<file path="src/rtl/mips_fetch_stage.sv">
// mips_fetch_stage: MIPS instruction-fetch stage with PC, IF/ID register and halt detection.
// Ports: clk, rst_n (async active-low); imem_addr/imem_instr to the combinational
// instruction memory; stall, flush, redirect_valid/redirect_pc from downstream;
// ifid_instr/ifid_pc_plus4/ifid_valid IF/ID register; halted status;
// fetch_count valid-load counter, present only when FETCH_PERF_CNT_EN is defined.
module mips_fetch_stage #(
  parameter logic [31:0] RESET_PC    = 32'h0000_0000,
  parameter logic [5:0]  HALT_OPCODE = 6'h3F
) (
  input  logic        clk,
  input  logic        rst_n,
  output logic [31:0] imem_addr,
  input  logic [31:0] imem_instr,
  input  logic        stall,
  input  logic        flush,
  input  logic        redirect_valid,
  input  logic [31:0] redirect_pc,
  output logic [31:0] ifid_instr,
  output logic [31:0] ifid_pc_plus4,
  output logic        ifid_valid,
  output logic        halted
`ifdef FETCH_PERF_CNT_EN
  ,
  output logic [31:0] fetch_count
`endif
);
  typedef enum logic {RUN, HALT} state_t;
  state_t state;
  logic [31:0] pc, pc_plus4;
  logic squash, load, halt_hit;
  assign imem_addr = pc;
  assign pc_plus4 = pc + 32'd4;
  assign squash = redirect_valid | flush;
  assign load = !squash && !stall && state == RUN;
  assign halt_hit = load && imem_instr[31:26] == HALT_OPCODE;
  // A fetched halt freezes the PC on its own address until a redirect.
  always_ff @(posedge clk or negedge rst_n) begin
    if (!rst_n) begin
      state <= RUN;
      pc <= RESET_PC;
      halted <= 1'b0;
      ifid_instr <= '0;
      ifid_pc_plus4 <= '0;
      ifid_valid <= 1'b0;
    end else begin
      pc <= redirect_valid ? (redirect_pc & ~32'd3) :
            (stall || state == HALT || halt_hit) ? pc : pc_plus4;
      state <= redirect_valid ? RUN : halt_hit ? HALT : state;
      halted <= redirect_valid ? 1'b0 : halt_hit ? 1'b1 : halted;
      if (squash || (!stall && state == HALT)) begin
        ifid_instr <= '0;
        ifid_pc_plus4 <= '0;
        ifid_valid <= 1'b0;
      end else if (load) begin
        ifid_instr <= imem_instr;
        ifid_pc_plus4 <= pc_plus4;
        ifid_valid <= 1'b1;
      end
    end
  end
`ifdef FETCH_PERF_CNT_EN
  always_ff @(posedge clk or negedge rst_n) begin
    if (!rst_n) fetch_count <= '0;
    else if (load) fetch_count <= fetch_count + 32'd1;
  end
`endif
endmodule
</file>
<file path="config.mk">
export PLATFORM = sky130hd
export DESIGN_NAME = mips_fetch_stage
export DESIGN_NICKNAME = d
export VERILOG_FILES = /design/src/rtl/mips_fetch_stage.sv
export SDC_FILE = /design/constraint.sdc
export NUM_CORES = 1
export LEC_CHECK = 0
export CORE_MARGIN = 2
export CORE_UTILIZATION = 46
export CTS_BUF_LIST = sky130_fd_sc_hd__clkbuf_2
export CTS_CLUSTER_SIZE = 40
export DETAILED_ROUTE_END_ITERATION = 16
export GPL_TIMING_DRIVEN = 0
export PLACE_DENSITY = 0.82
export SLEW_MARGIN = 40
export SYNTH_ARGS = -nofsm -noshare
export SYNTH_HDL_FRONTEND = slang
export SYNTH_SLANG_ARGS = --single-unit
</file>
<file path="constraint.sdc">
create_clock -name clk -period 3.2 [get_ports clk]
set_clock_uncertainty 0.1 [all_clocks]
set_input_delay 0.8 -clock clk [delete_from_list [all_inputs] [get_ports clk]]
set_output_delay 0.8 -clock clk [all_outputs]
set_load 0.02 [all_outputs]
</file>
==> summary.md, run 1 <==
| Metric | Value |
|---|---|
| Initial DRT Pass Iterations | 4 |
| RSZ-0062 raised after global routing | no |
| Cell Pwr Density | between 300 and 400 nW/µm² |
| Initial antenna violation count | 0 |
| Die Wd | just over 100 µm |
| Max incr delay on CP | slightly above 0.7 ns |
| Critical Path Sink | imem_addr[31] |
| CTS H-Tree Depth | 3 |
| Post-synthesis simple-gate area fraction | approximately 17% |
| Worst-path clk slew | 0.26 ns |
| Synth Area in Compound Gates | between 10% and 20% |
| # placed instances | 740 |
| # IOs | approximately 170 |
| CP startpoint kind | input pin |
| Max FO, Critical Path | 10 |
| Final worst slack | 0.4240 ns |
| Post-DP HPWL | a little under 10,000 µm |
| Seq pwr share | between 50% and 60% |
| Power, Total | between 2 and 2.5 mW |
| Maxcap violations | 0 |
| Multiplexer share of the synthesized area | 0.4746% |
| Total Routed Length | roughly 13,000 µm |
| Root Buffer | clkbuf_2 |
| Global route overflow | 0 |
| Comb power frac | about 22% |
| Leakage | approximately 2.6 nW |
| Internal | between 1.5 and 2 mW |
| TritonCTS Buffers | 9 |
| Vias per inst | 5.363 |
| Main combinational cell family by area after synthesis | simple AND/OR/NAND/NOR gates |
| DRC viols | 0 |
| Final Hold Viols | 0 |
| Final setup viols | 0 |
| CP max stage cell | o41ai_4 |
| PortBufs | 159 |
| Hold WS | between 0.4 and 0.5 ns |
| Slew @ Worst Pin | about 0.77 ns |
| Post-Synth Adder-Cell Area | less than 1% |
| TritonCTS clock tree | built |
| EDFF count, synth | 0 |
| Hold path start | ifid_pc_plus4[15] |
| FP Rows | 36 |
| Number of global-route vias before repair | 4,024 |
| Reg2reg end | imem_addr[26] |
| Max-slew headroom | 47.88% |
| Worst r2r src | imem_addr[2] |
| Commonest cells after routing, fill and taps aside | 158 x clkdlybuf4s50_1, 94 x dfrtp_1, 75 x nand2_1, 53 x o21ai_0, 38 x a22o_1 |
| Worst EP required | between 3 and 4 ns |
| Clock period minus worst slack | around 2.8 ns |
| Hold Path Class | reg -> reg |
| Clk_lat worst skew | 0.57 ns |
| Chip height | between 100 and 150 µm |
| Clk buf depth | 2 |
| # fillers | roughly 780 |
| CP startpoint | flush |
| Final instance count without filler cells | 757 |
| Tcrit/Tclk final | 86.75% |
| Drt wl/cell | between 15 and 20 µm |
| Share of layout cells above drive strength 1 | between 5 and 6% |
| Synth Cell Area | between 4000 and 5000 µm² |
| CP endpoint kind | register |
| Post-Synthesis Cells | approximately 440 |
| Fmax achieved | approximately 360 MHz |
| Antenna diodes | 0 |
| Initial Utilization | a little under half |
| Core area | around 9600 µm² |
| FF-to-FF setup slack | between 0.6 and 0.7 ns |
| YS warnings | 0 |
| Xor and xnor area share after synthesis | 11.14% |
| Nets | between 600 and 700 |
| Initial DRC Count | about 140 |
| Setup TNS | 0 ns |
| Seq cells post-synth | between 90 and 100 |
| Resized Gates After CTS | 0 |
| Run status | completed |
| Via count | roughly 4,000 |
| Synth unique cells | 36 |
| Largest net degree at the start of global routing | 53 |
| Synth Flop Type | dfrtp_1 |
| Placement Setup Slack | -0.2226 ns |
| Layout Area Growth over Synthesis | 43.13% |
| Async set-reset flop share out of synthesis | 100.0% |
| Fin. max-slew vios | 0 |
| Worst R2R Path Depth | 7 |
| Critical-path cell list | clkdlybuf4s50_1 -> or4_4 -> buf_6 -> o41ai_4 -> nor4_2 -> xor2_1 -> mux2_2 |
| Crit Path Class | in -> reg |
| Multi-input gate area in the final layout | between 1500 and 2000 µm² |
| First-pass GRT wire length | 19,730 µm |
| Seq. cell area | between 2000 and 2500 µm² |
| Net switching power | slightly below 0.8 mW |
| Die area | 10,550 µm² |
| VDD IR max | approximately 160 µV |
| Final GP Congestion | ~0.89 |
| Average instance area after synthesis | 10.09 µm² |
| GRT Overall Usage | approximately 24% |
| ANT nets after route | 0 |
| Commonest non-fill, non-tap cell in the layout | clkdlybuf4s50_1 |
| Clock power share | between 20% and 30% |
| Register area share after synthesis | 52.48% |
| Switching share of total power | between 30% and 40% |
| CP arrival | between 3 and 4 ns |
| TritonCTS Sinks | 94 |
[what timing repair did]
action                                 in CTS  in global routing
hold buffers                                1                  0
buffers inserted                            0                  0
setup endpoints to repair                   0                  0
endpoints found under the hold margin      32                  0
[worst min path at each step]
stage	slack, ns	to	cells past startpoint
2_1_floorplan	0.40	halted	0
3_3_place_gp	0.36	ifid_pc_plus4[31]	2
3_5_place_dp	0.37	ifid_pc_plus4[15]	2
4_1_cts	0.42	ifid_pc_plus4[15]	2
5_1_grt	0.45	ifid_pc_plus4[15]	2
6_report	0.41	ifid_pc_plus4[15]	2
[power by group through the flow]
stage | Sequential [mW] | Combinational, mW | Clock (mW)
floorplan | 1.41 | 0.173 | 0
detailed placement | 1.34 | 0.546 | 0
global route | 1.33 | 0.588 | 0.662
global placement | 1.34 | 0.530 | 0
finish | 1.32 | 0.545 | 0.601
CTS | 1.32 | 0.549 | 0.615
[cells by family (layout without fill, tap and decap cells)]
family / count (synthesis) / after routing
AOI/OAI and AO/OA: 94 / 94
xor gates and xnor gates: 57 / 57
adders and majority gates: 1 / 1
buffers and inverters: 41 / 218
DFF: 94 / 94
muxes: 2 / 2
other: 1 / 4
and+or+nand+nor: 154 / 154
[worst max-delay path: cells and delay by family]
family	cells	cell delay, ns
compound gates	1	0.71
buf+inv	2	0.60
mux	1	0.27
simple gates	2	0.63
xor+xnor	1	0.17
[cell type report]
class	count	share of cell area (%)
Multi-Input combinational cell	312	30.49
Tap cell	133	2.594
Inverter	4	0.2341
Timing Repair Buffer	161	25.41
Clock buffer	9	0.7022
Sequential cell	94	36.67
Clock inverter	7	1.151
Buffer	37	2.750
[layer usage]
metal / GRT usage [%] / vias to the layer above / share of wire (%)
met5: 0 / - / 0
met4: 9.128 / 0 / 2.0
met3: 5.153 / 26 / 8.2
met2: 42.53 / 168 / 49
met1: 29.73 / 1961 / 41
li1: - / 1905 / -
[synth_stat cells (2+ instances only)]
cell      count  area (µm²)
o21ai_0      53       265.3
nand4b_1      3       26.28
nor4_1        7       43.79
buf_2         5       25.02
inv_1         4       15.01
and3_1        4       25.02
nor2_1       15       56.30
buf_4         4       30.03
dfrtp_1      94        2352
and2_1        2       12.51
a22o_1       38       332.8
nand3_1       9       45.04
nand4_1      19       118.9
xor2_1       35       306.5
nor3_1        8       40.04
nand2_1      75       281.5
or4_1         2       15.01
xnor2_1      22       192.7
buf_6         2       22.52
and4_1        2       17.52
o41a_1        2       22.52
clkbuf_1     25       93.84
[registers in the layout, summed over array words and instances (netlist names)]
register,cells
imem_addr,30
ifid_valid,1
halted,1
ifid_instr,32
ifid_pc_plus4,30
[per-stage QoR]
stage	util, %	instance area, µm²
2_1_floorplan	-	4493
3_3_place_gp	65.15	6251
3_5_place_dp	65.52	6286
4_1_cts	66.86	6415
5_1_grt	66.86	6415
6_report	66.86	6415
Power figures use the tool's default switching activity.
==> run 2: changes to the inputs <==
TNS_END_PERCENT = 1   (was not set)
==> results of run 2 <==
The final DEF is identical to that of run 1; final timing and power are the same.
